`src/rtl/axis_symbol_mapper.sv`:
```
// axis_symbol_mapper
// Bit-to-constellation mapper for the TX path. Each packed input word is
// split MSB-first into BPSK, QPSK or 16-QAM symbols. Every symbol leaves as
// a signed {I, Q} pair on an AXI-Stream-style output. The frame-end marker
// of a word is attached to that word's last symbol.
module axis_symbol_mapper #(
   parameter int          IN_BYTES  = 1,
   parameter int          OUT_WIDTH = 12,
   parameter int unsigned AMPLITUDE = 12'h5a7
) (
   input  logic                     clk,
   input  logic                     rst_n,
   input  logic [1:0]               i_mode,
   input  logic [8*IN_BYTES-1:0]    i_s_data,
   input  logic                     i_s_valid,
   input  logic                     i_s_last,
   output logic                     o_s_ready,
   output logic [2*OUT_WIDTH-1:0]   o_m_data,
   output logic                     o_m_valid,
   output logic                     o_m_last,
   input  logic                     i_m_ready
);

   localparam int W  = 8 * IN_BYTES;
   localparam int CW = $clog2(W + 1);

   localparam logic [1:0] MODE_BPSK  = 2'd0;
   localparam logic [1:0] MODE_QAM16 = 2'd2;

   // Outer level +/-A and inner level +/-a, where a = floor(A/3).
   localparam int unsigned            AMP_LOW   = AMPLITUDE / 32'd3;
   localparam logic [OUT_WIDTH-1:0]   LVL_A_POS = OUT_WIDTH'(AMPLITUDE);
   localparam logic [OUT_WIDTH-1:0]   LVL_A_NEG = OUT_WIDTH'(32'd0 - AMPLITUDE);
   localparam logic [OUT_WIDTH-1:0]   LVL_L_POS = OUT_WIDTH'(AMP_LOW);
   localparam logic [OUT_WIDTH-1:0]   LVL_L_NEG = OUT_WIDTH'(32'd0 - AMP_LOW);
   localparam logic [OUT_WIDTH-1:0]   LVL_ZERO  = {OUT_WIDTH{1'b0}};
   localparam logic [CW-1:0]          REM_ZERO  = {CW{1'b0}};
   localparam logic [CW-1:0]          REM_ONE   = CW'(1);

   // The mapping tables assume whole 16-QAM symbols per word, and the
   // amplitude must be a positive value in the signed output range.
   if ((W % 4) != 0) begin : g_bad_width
      $error("axis_symbol_mapper: word width %0d is not a multiple of 4", W);
   end
   if ((AMPLITUDE == 32'd0) || (AMPLITUDE >= (32'd1 << (OUT_WIDTH - 1)))) begin : g_bad_amp
      $error("axis_symbol_mapper: AMPLITUDE %0d does not fit in %0d bits", AMPLITUDE, OUT_WIDTH - 1);
   end

   // Symbols per word for a given mode. The reserved mode behaves as QPSK.
   function automatic logic [CW-1:0] f_spw(input logic [1:0] mode);
      logic [CW-1:0] v;
      case (mode)
         MODE_BPSK:  v = CW'(W);
         MODE_QAM16: v = CW'(W / 4);
         default:    v = CW'(W / 2);
      endcase
      return v;
   endfunction

   // Gray-coded 16-QAM axis level: sign bit selects polarity, mag bit inner level.
   function automatic logic [OUT_WIDTH-1:0] f_qam_level(input logic sign, input logic mag);
      logic [OUT_WIDTH-1:0] v;
      if (mag) begin
         v = sign ? LVL_L_NEG : LVL_L_POS;
      end else begin
         v = sign ? LVL_A_NEG : LVL_A_POS;
      end
      return v;
   endfunction

   logic [W-1:0]          r_sr;
   logic [CW-1:0]         r_rem;
   logic [1:0]            r_mode;
   logic                  r_last;

   logic                  w_out_valid;
   logic                  w_in_ready;
   logic                  w_in_hs;
   logic                  w_out_hs;
   logic [W-1:0]          w_sr_shift;
   logic [OUT_WIDTH-1:0]  w_i;
   logic [OUT_WIDTH-1:0]  w_q;

   assign w_out_valid = (r_rem != REM_ZERO);
   // Accepting at rem==1 while the last symbol drains keeps back-to-back words bubble-free.
   assign w_in_ready  = (r_rem == REM_ZERO) || ((r_rem == REM_ONE) && i_m_ready);
   assign w_in_hs     = i_s_valid && w_in_ready;
   assign w_out_hs    = w_out_valid && i_m_ready;

   // Shift amount follows the mode latched with the current word.
   always_comb begin
      w_sr_shift = r_sr;
      case (r_mode)
         MODE_BPSK:  w_sr_shift = {r_sr[W-2:0], 1'b0};
         MODE_QAM16: w_sr_shift = {r_sr[W-5:0], 4'b0000};
         default:    w_sr_shift = {r_sr[W-3:0], 2'b00};
      endcase
   end

   // Word load has priority over symbol advance; otherwise state is held.
   always_ff @(posedge clk or negedge rst_n) begin
      if (!rst_n) begin
         r_sr   <= {W{1'b0}};
         r_rem  <= REM_ZERO;
         r_mode <= MODE_BPSK;
         r_last <= 1'b0;
      end else if (w_in_hs) begin
         r_sr   <= i_s_data;
         r_rem  <= f_spw(i_mode);
         r_mode <= i_mode;
         r_last <= i_s_last;
      end else if (w_out_hs) begin
         r_sr   <= w_sr_shift;
         r_rem  <= r_rem - REM_ONE;
         r_mode <= r_mode;
         r_last <= r_last;
      end else begin
         r_sr   <= r_sr;
         r_rem  <= r_rem;
         r_mode <= r_mode;
         r_last <= r_last;
      end
   end

   // Map the top bits of the shift register to I/Q; zero whenever no symbol is pending.
   always_comb begin
      w_i = LVL_ZERO;
      w_q = LVL_ZERO;
      if (w_out_valid) begin
         case (r_mode)
            MODE_BPSK: begin
               w_i = r_sr[W-1] ? LVL_A_NEG : LVL_A_POS;
               w_q = LVL_ZERO;
            end
            MODE_QAM16: begin
               w_i = f_qam_level(r_sr[W-1], r_sr[W-2]);
               w_q = f_qam_level(r_sr[W-3], r_sr[W-4]);
            end
            default: begin
               w_i = r_sr[W-1] ? LVL_A_NEG : LVL_A_POS;
               w_q = r_sr[W-2] ? LVL_A_NEG : LVL_A_POS;
            end
         endcase
      end else begin
         w_i = LVL_ZERO;
         w_q = LVL_ZERO;
      end
   end

   assign o_m_data  = {w_i, w_q};
   assign o_m_valid = w_out_valid;
   assign o_m_last  = r_last && (r_rem == REM_ONE);
   assign o_s_ready = w_in_ready;

endmodule

```
`config.mk`:
```
export PLATFORM = sky130hd
export DESIGN_NAME = axis_symbol_mapper
export DESIGN_NICKNAME = d
export VERILOG_FILES = /design/src/rtl/axis_symbol_mapper.sv
export SDC_FILE = /design/constraint.sdc
export NUM_CORES = 1
export LEC_CHECK = 0
export ABC_AREA = 1
export CORE_UTILIZATION = 46
export DETAILED_ROUTE_END_ITERATION = 16
export GPL_ROUTABILITY_DRIVEN = 0
export PLACE_DENSITY = 0.8
export SYNTH_ARGS = -nofsm -noshare
export SYNTH_HDL_FRONTEND = slang
export SYNTH_SLANG_ARGS = --single-unit
```
`constraint.sdc`:
```
create_clock -name clk -period 1.9 [get_ports clk]
set_input_delay 0.285 -clock clk [delete_from_list [all_inputs] [get_ports clk]]
set_output_delay 0.285 -clock clk [all_outputs]
set_load 0.03 [all_outputs]
```
==> impl_summary.log, run 1 <==
[metrics] largest area contributor in the synthesized netlist: dfrtp_1
[metrics] Max Fclk: 512 MHz
[metrics] clock edge transition at the registers on the reported setup and hold paths: 0.09 ns
[metrics] result of the run: finished with violations
[metrics] unique cell type count in the Yosys netlist: 24
[metrics] chain of cells forming the critical path: inv_2 -> ha_4 -> nand2_4 -> buf_6 -> clkinvlp_4 -> a211oi_2 -> buf_4
[metrics] clock tree from TritonCTS: yes
[metrics] Filler Cells Inserted: 227
[metrics] number of clock buffers inserted by TritonCTS: 3
[metrics] H-Tree Depth: 1
[metrics] dominant cell by count in the synthesized netlist: nand2_1
[metrics] total buffers and inverters traversed by the critical path: 4
[metrics] Worst R2R Start: r_rem[0]$_DFFE_PN0P_
[metrics] vias in the first global route: 1212
[metrics] buffer depth of the longest clock path: 2
[metrics] ranking of synthesized cells by area: dfrtp_1, nand2_1, ha_1
[metrics] post-synthesis net count: 211
[metrics] worst-path fanout max: 6
[metrics] number of pins with negative max-slew slack in the final report: 0
[metrics] Max Cap Violations: 0
[metrics] count of input and output buffers: 41
[metrics] number of antenna repair diodes: 0
[metrics] number of failing setup endpoints in the final timing report: 12
[metrics] area added between synthesis and finish: 34.1%
[metrics] post-detailed-route wirelength per cell: 12.1 µm
[metrics] Net count, final: 252
[metrics] crit path max-delay cell type: dfrtp_1
[metrics] ratio of cells with drive above 1 in the final layout: 27.6%
[metrics] required arrival time at the worst endpoint: 1.62 ns
[metrics] Die Ht: 55.3 µm
[metrics] Final Hold Slack: 0.291 ns
[metrics] DRC Markers: 0
[metrics] post-synthesis instance total: 188
[metrics] endpoint of the most critical register-to-register path: r_mode[0]$_DFFE_PN0P_
[metrics] Detailed Route WL: 3.12 mm
[metrics] fin area: 0.00175 mm²
[metrics] dpl ws: 0.119 ns
[metrics] wire length of the first global-routing pass: 5.15 mm
[metrics] I/O pin cnt: 42
[metrics] number of DRC markers after the initial detailed-route iteration: 33
[metrics] starting utilization of the core area: 50.8%
[metrics] CP endpoint kind: output port
[metrics] sequential fraction of the synthesis area: 28.8%
[metrics] type of origin of the critical path: flip-flop
[metrics] Largest stage delay, worst path: 0.39 ns
[metrics] worst reg2reg setup slack: 0.20 ns
[metrics] flip-flop and latch count after synthesis: 15
[metrics] vias per cell: 5.11
[metrics] sink count of the clock tree: 15
[metrics] number of enable-type register cells in the synthesized netlist: 0
[metrics] Cell Area, Synth: 0.00131 mm²
[metrics] Clock Tree Root: clkbuf_4
[metrics] family with the most delay on the worst path: buffers and inverters
[metrics] vias: 1319
[metrics] path depth of the worst reg2reg path: 9
[metrics] transition time at the pin with the least slew margin: 0.321 ns
[metrics] prevailing post-synth register cell: dfrtp_1
[metrics] pin count of the biggest net entering global routing: 16
[metrics] setup repair after global routing missed its margin: yes
[metrics] aggregate global-route resource usage: 20.8%
[metrics] Die ar.: 0.00305 mm²
[metrics] source of the critical timing path: r_rem[0]$_DFFE_PN0P_
[metrics] cell depth of the worst setup path: 7
[metrics] Synth top cells by count: nand2_1, inv_1, dfrtp_1
[metrics] post-synthesis average cell area: 6.94 µm²
[metrics] site row count: 18
[metrics] failing checks: setup timing
[metrics] worst setup path endpoint: o_m_data[0]
[metrics] total placed instance area: 0.00161 mm²
[metrics] CP Data Arrival Time: 1.67 ns
[metrics] overflow left after global routing: 0
[metrics] class of the worst hold path: in2async
[metrics] Post-synth ARST share: 100%
[metrics] Horiz. Die Dim: 55.3 µm
[metrics] relative slew slack: 78.4%
[metrics] final core utilization: 68.2%
[metrics] post-detailed-placement half-perimeter wirelength: 2.23 mm
[metrics] Synth top area share: 28.8%
[metrics] worst setup slack after layout: -0.0521 ns
[metrics] final critical-path share of the clock period: 103%
[metrics] category of the critical setup timing path: reg2out
[metrics] core area: 0.00257 mm²
[metrics] first-pass iteration count of the detailed router: 4
[metrics] Antenna Violating Nets Remaining: 0
[metrics] Synth Warn #: 0
[metrics] clk_lat worst skew: 0.29 ns
[metrics] hold violation total from the final report: 0
[metrics] Worst Skew: 0.00138 ns
[metrics] number of antenna violations at the first check in global routing: 0
[metrics] time the final worst path needs with I/O delays and setup: 1.95 ns
==> logic make-up after synthesis <==
family / Yosys count / share of synthesized area (%)
DFF: 15 / 28.8
AOI/OAI and AO/OA: 22 / 9.88
adders and majority gates: 8 / 7.67
xor gates and xnor gates: 1 / 0.671
buffers and inverters: 43 / 18.2
and+or+nand+nor: 99 / 34.8
==> sequential cells by signal, indices dropped and copies added, names as in the netlist <==
name and cells:
r_sr 8, r_rem 4, r_mode 2, r_last 1
==> per-stage QoR <==
step / TNS (ns) / instances
6_report: -0.280 / 258
5_1_grt: -1.06 / 258
4_1_cts: -0.0925 / 257
3_5_place_dp: 0 / 246
3_3_place_gp: 0 / 246
2_1_floorplan: 0 / 188
==> routing by layer <==
layer  wire (µm)  GRT usage (%)  up-vias
met5           0              0        -
met2        1540           36.7       58
met4          87           12.1        0
met1        1340           24.7      594
li1            -              -      658
met3         158           1.64        9
==> timing repair <==
action | in CTS | in global routing
setup endpoints to repair | 21 | 18
gates cloned | 0 | 0
resized for setup | 19 | 5
buffers inserted | 7 | 1
pin swaps | 3 | 1
hold buffers | 0 | 0
==> layout by cell type (no fill, tap or decap) <==
cell / synthesis / final
a211oi_2: 0 / 1
a21oi_1: 6 / 3
a21oi_2: 0 / 2
a21oi_4: 0 / 1
a22oi_1: 2 / 2
buf_4: 12 / 29
buf_6: 4 / 9
clkbuf_1: 1 / 1
clkbuf_2: 0 / 1
clkbuf_4: 0 / 3
clkdlybuf4s50_1: 0 / 14
clkinvlp_4: 0 / 1
dfrtp_1: 15 / 15
dlygate4sd2_1: 0 / 1
ha_1: 8 / 7
ha_4: 0 / 1
inv_1: 23 / 18
inv_2: 2 / 6
nand2_1: 57 / 56
nand2_2: 1 / 2
nand2_4: 3 / 3
nand3_1: 14 / 14
nand3b_1: 7 / 7
nand4_1: 1 / 1
nor2_1: 13 / 11
nor2_2: 0 / 1
nor2_4: 1 / 2
nor3_1: 1 / 1
o21ai_0: 12 / 11
o21ai_1: 0 / 1
o21ai_4: 1 / 1
or2_1: 1 / 1
xor2_1: 1 / 1
==> layout make-up <==
class                      count  area (µm²)  share of cell area [%]
inverter                      25        97.6                    5.58
sequential                    15         375                    21.4
tap                           30        37.5                    2.14
multi-input combinational    130         741                    42.3
timing repair buffer          54         473                    27.0
clock buffer                   4        26.3                    1.50
==> worst min-delay path by stage <==
stage                         startpoint               endpoint  slack (ns)  cells past startpoint
finish                             rst_n   r_rem[3]$_DFFE_PN0P_        0.29                      2
detailed placement  r_rem[1]$_DFFE_PN0P_   r_rem[1]$_DFFE_PN0P_        0.50                      2
floorplan                          rst_n     r_last$_DFFE_PN0P_       -0.01                      0
CTS                                rst_n  r_mode[0]$_DFFE_PN0P_        0.30                      2
global route                       rst_n   r_rem[1]$_DFFE_PN0P_        0.33                      2
global placement    r_rem[1]$_DFFE_PN0P_   r_rem[1]$_DFFE_PN0P_        0.47                      2
Power of run 1 is not shown: default switching activity piles up to over one toggle a cycle in this logic, so the estimate is an artifact.
==> run 2, diff against run 1 <==
--- a/config.mk
+++ b/config.mk
@@ -7,9 +7,11 @@
 export LEC_CHECK = 0
 export ABC_AREA = 1
 export CORE_UTILIZATION = 46
+export CTS_BUF_LIST = sky130_fd_sc_hd__clkbuf_8 sky130_fd_sc_hd__clkbuf_16
 export DETAILED_ROUTE_END_ITERATION = 16
 export GPL_ROUTABILITY_DRIVEN = 0
 export PLACE_DENSITY = 0.8
+export SLEW_MARGIN = 10
 export SYNTH_ARGS = -nofsm -noshare
 export SYNTH_HDL_FRONTEND = slang
 export SYNTH_SLANG_ARGS = --single-unit
==> run 2 against run 1 <==
Against the previous run: the run still ends with setup timing left; sequential share of layout area about the same; critical path depth unchanged; first-iteration DRC count up 6.1%; flip-flop and latch count unchanged; final area about the same; largest cell class unchanged; clock skew about the same; critical endpoint unchanged; die area unchanged.
==> impl_summary.log, run 2 (same netlist as run 1, synthesis figures left out) <==
[metrics] I/O pin cnt: 42
[metrics] number of clock buffers inserted by TritonCTS: 3
[metrics] core area: 0.00257 mm²
[metrics] Max Cap Violations: 0
[metrics] Die Ht: 55.3 µm
[metrics] pin count of the biggest net entering global routing: 16
[metrics] number of failing setup endpoints in the final timing report: 5
[metrics] largest registers ranked by flip-flop count: r_sr (8), r_rem (4), r_mode (2)
[metrics] Detailed Route WL: 3.02 mm
[metrics] family with the most delay on the worst path: buffers and inverters
[metrics] buffer depth of the longest clock path: 2
[metrics] highest-count cells in the layout ignoring fill and taps: nand2_1, buf_4, inv_1
[metrics] DRC Markers: 0
[metrics] number of pins with negative max-slew slack in the final report: 0
[metrics] CP endpoint kind: output port
[metrics] type of origin of the critical path: flip-flop
[metrics] failing checks: setup timing
[metrics] total buffers and inverters traversed by the critical path: 4
[metrics] aggregate global-route resource usage: 19.3%
[metrics] first-pass iteration count of the detailed router: 4
[metrics] number of antenna violations at the first check in global routing: 0
[metrics] setup repair after global routing missed its margin: yes
[metrics] chain of cells forming the critical path: inv_2 -> ha_4 -> nand2_4 -> buf_6 -> clkinvlp_4 -> a211oi_2 -> buf_4
[metrics] hold violation total from the final report: 0
[metrics] vias: 1285
[metrics] Die ar.: 0.00305 mm²
[metrics] post-detailed-route wirelength per cell: 11.8 µm
[metrics] final critical-path share of the clock period: 101%
[metrics] number of antenna repair diodes: 0
[metrics] worst setup slack after layout: -0.0183 ns
[metrics] site row count: 18
[metrics] worst reg2reg setup slack: 0.27 ns
[metrics] number of DRC markers after the initial detailed-route iteration: 35
[metrics] relative slew slack: 78.0%
[metrics] wire length of the first global-routing pass: 4.87 mm
[metrics] most common library cell in the layout ignoring fill and taps: nand2_1
[metrics] Clock Tree Root: clkbuf_8
[metrics] hold buffer count at cts: 0
[metrics] time the final worst path needs with I/O delays and setup: 1.92 ns
[metrics] vias in the first global route: 1159
[metrics] area added between synthesis and finish: 34.2%
[metrics] CP Data Arrival Time: 1.63 ns
[metrics] clk_lat worst skew: 0.24 ns
[metrics] H-Tree Depth: 1
[metrics] number of flip-flops in the largest register: 8
[metrics] Net count, final: 250
[metrics] Worst Skew: 0.00113 ns
[metrics] Horiz. Die Dim: 55.3 µm
[metrics] crit path max-delay cell type: dfrtp_1
[metrics] result of the run: finished with violations
[metrics] Filler Cells Inserted: 222
[metrics] category of the critical setup timing path: reg2out
[metrics] Antenna Violating Nets Remaining: 0
[metrics] Largest stage delay, worst path: 0.37 ns
[metrics] transition time at the pin with the least slew margin: 0.328 ns
[metrics] largest register by flop count: r_sr
[metrics] sum of negative setup slack: -0.0446 ns
[metrics] vias per cell: 5.02
[metrics] class of the worst hold path: in2async
[metrics] count of input and output buffers: 41
[metrics] required arrival time at the worst endpoint: 1.62 ns
[metrics] worst-path fanout max: 6
[metrics] starting utilization of the core area: 50.8%
[metrics] Max Fclk: 521 MHz
[metrics] post-detailed-placement half-perimeter wirelength: 2.23 mm
[metrics] ratio of cells with drive above 1 in the final layout: 26.1%
[metrics] clock edge transition at the registers on the reported setup and hold paths: 0.06 ns
[metrics] sink count of the clock tree: 15
[metrics] overflow left after global routing: 0
[metrics] clock tree from TritonCTS: yes
-- run 2: routing by layer --
metal | vias to the layer above | track usage (%) | routed length, µm | part of all wire (%)
li1 | 654 | - | - | -
met1 | 586 | 23.6 | 1330 | 44
met2 | 43 | 34.3 | 1530 | 51
met3 | 2 | 3.04 | 146 | 4.8
met4 | 0 | 6.43 | 17 | 0.56
met5 | - | 0 | 0 | 0
-- run 2: worst paths after layout --
check,from,to,cells after the start
worst min register to register,r_sr[3]$_DFFE_PN0P_,r_sr[3]$_DFFE_PN0P_,2
max in group asynchronous,rst_n,r_sr[5]$_DFFE_PN0P_,2
worst max-delay path,r_rem[0]$_DFFE_PN0P_,o_m_data[0],7
worst max register to register,r_rem[1]$_DFFE_PN0P_,r_rem[0]$_DFFE_PN0P_,10
worst min-delay path,rst_n,r_rem[1]$_DFFE_PN0P_,2
min in group clk,r_sr[3]$_DFFE_PN0P_,r_sr[3]$_DFFE_PN0P_,2
-- run 2: final cells by class --
cell class              instances  area (µm²)  area share [%]
clock buffers                   3        41.3            2.36
flip-flops and latches         15         375            21.4
repair buffers                 52         454            25.9
inverters                      25        97.6            5.57
multi-input cells             130         742            42.4
well taps                      30        37.5            2.14
clock inverters                 1        3.75           0.214
-- run 2: stage by stage --
step	std cells	area, µm²	worst slack, ns	utilization (%)	hold WS [ns]
finish	256	1750	-0.0183	68.2	0.351
global route	256	1750	-0.104	68.2	0.381
CTS	252	1700	-0.00599	66.4	0.357
detailed placement	246	1610	0.119	62.5	0.495
global placement	246	1610	0.169	62.5	0.467
floorplan	188	1330	0.0206	-	-0.0106
-- run 2: worst reg2reg max path, stage by stage (launching register included) --
cell and delay (ns):
dfrtp_1 0.39, inv_2 0.11, ha_4 0.16, nand2_4 0.06
buf_4 0.14, buf_4 0.15, nand2_2 0.07, o21ai_4 0.10
buf_4 0.18, nand3_1 0.07, o21ai_0 0.08
-- run 2: what timing repair did --
action | 4_1_cts | 5_1_grt
buffers inserted | 2 | 4
gates cloned | 0 | 0
pin swaps | 3 | 2
gates resized for setup | 13 | 5
endpoints found under the setup margin | 20 | 24
hold endpoints to repair | 0 | 0
Power of run 2 is left out for the same reason.
==> run 3, diff against run 2 <==
--- a/config.mk
+++ b/config.mk
@@ -10,6 +10,7 @@
 export CTS_BUF_LIST = sky130_fd_sc_hd__clkbuf_8 sky130_fd_sc_hd__clkbuf_16
 export DETAILED_ROUTE_END_ITERATION = 16
 export GPL_ROUTABILITY_DRIVEN = 0
+export HOLD_SLACK_MARGIN = 0.1
 export PLACE_DENSITY = 0.8
 export SLEW_MARGIN = 10
 export SYNTH_ARGS = -nofsm -noshare
==> results of run 3 <==
Same layout as run 2: the final DEF is identical, and so are final timing and power.
Power of run 3 is left out for the same reason.
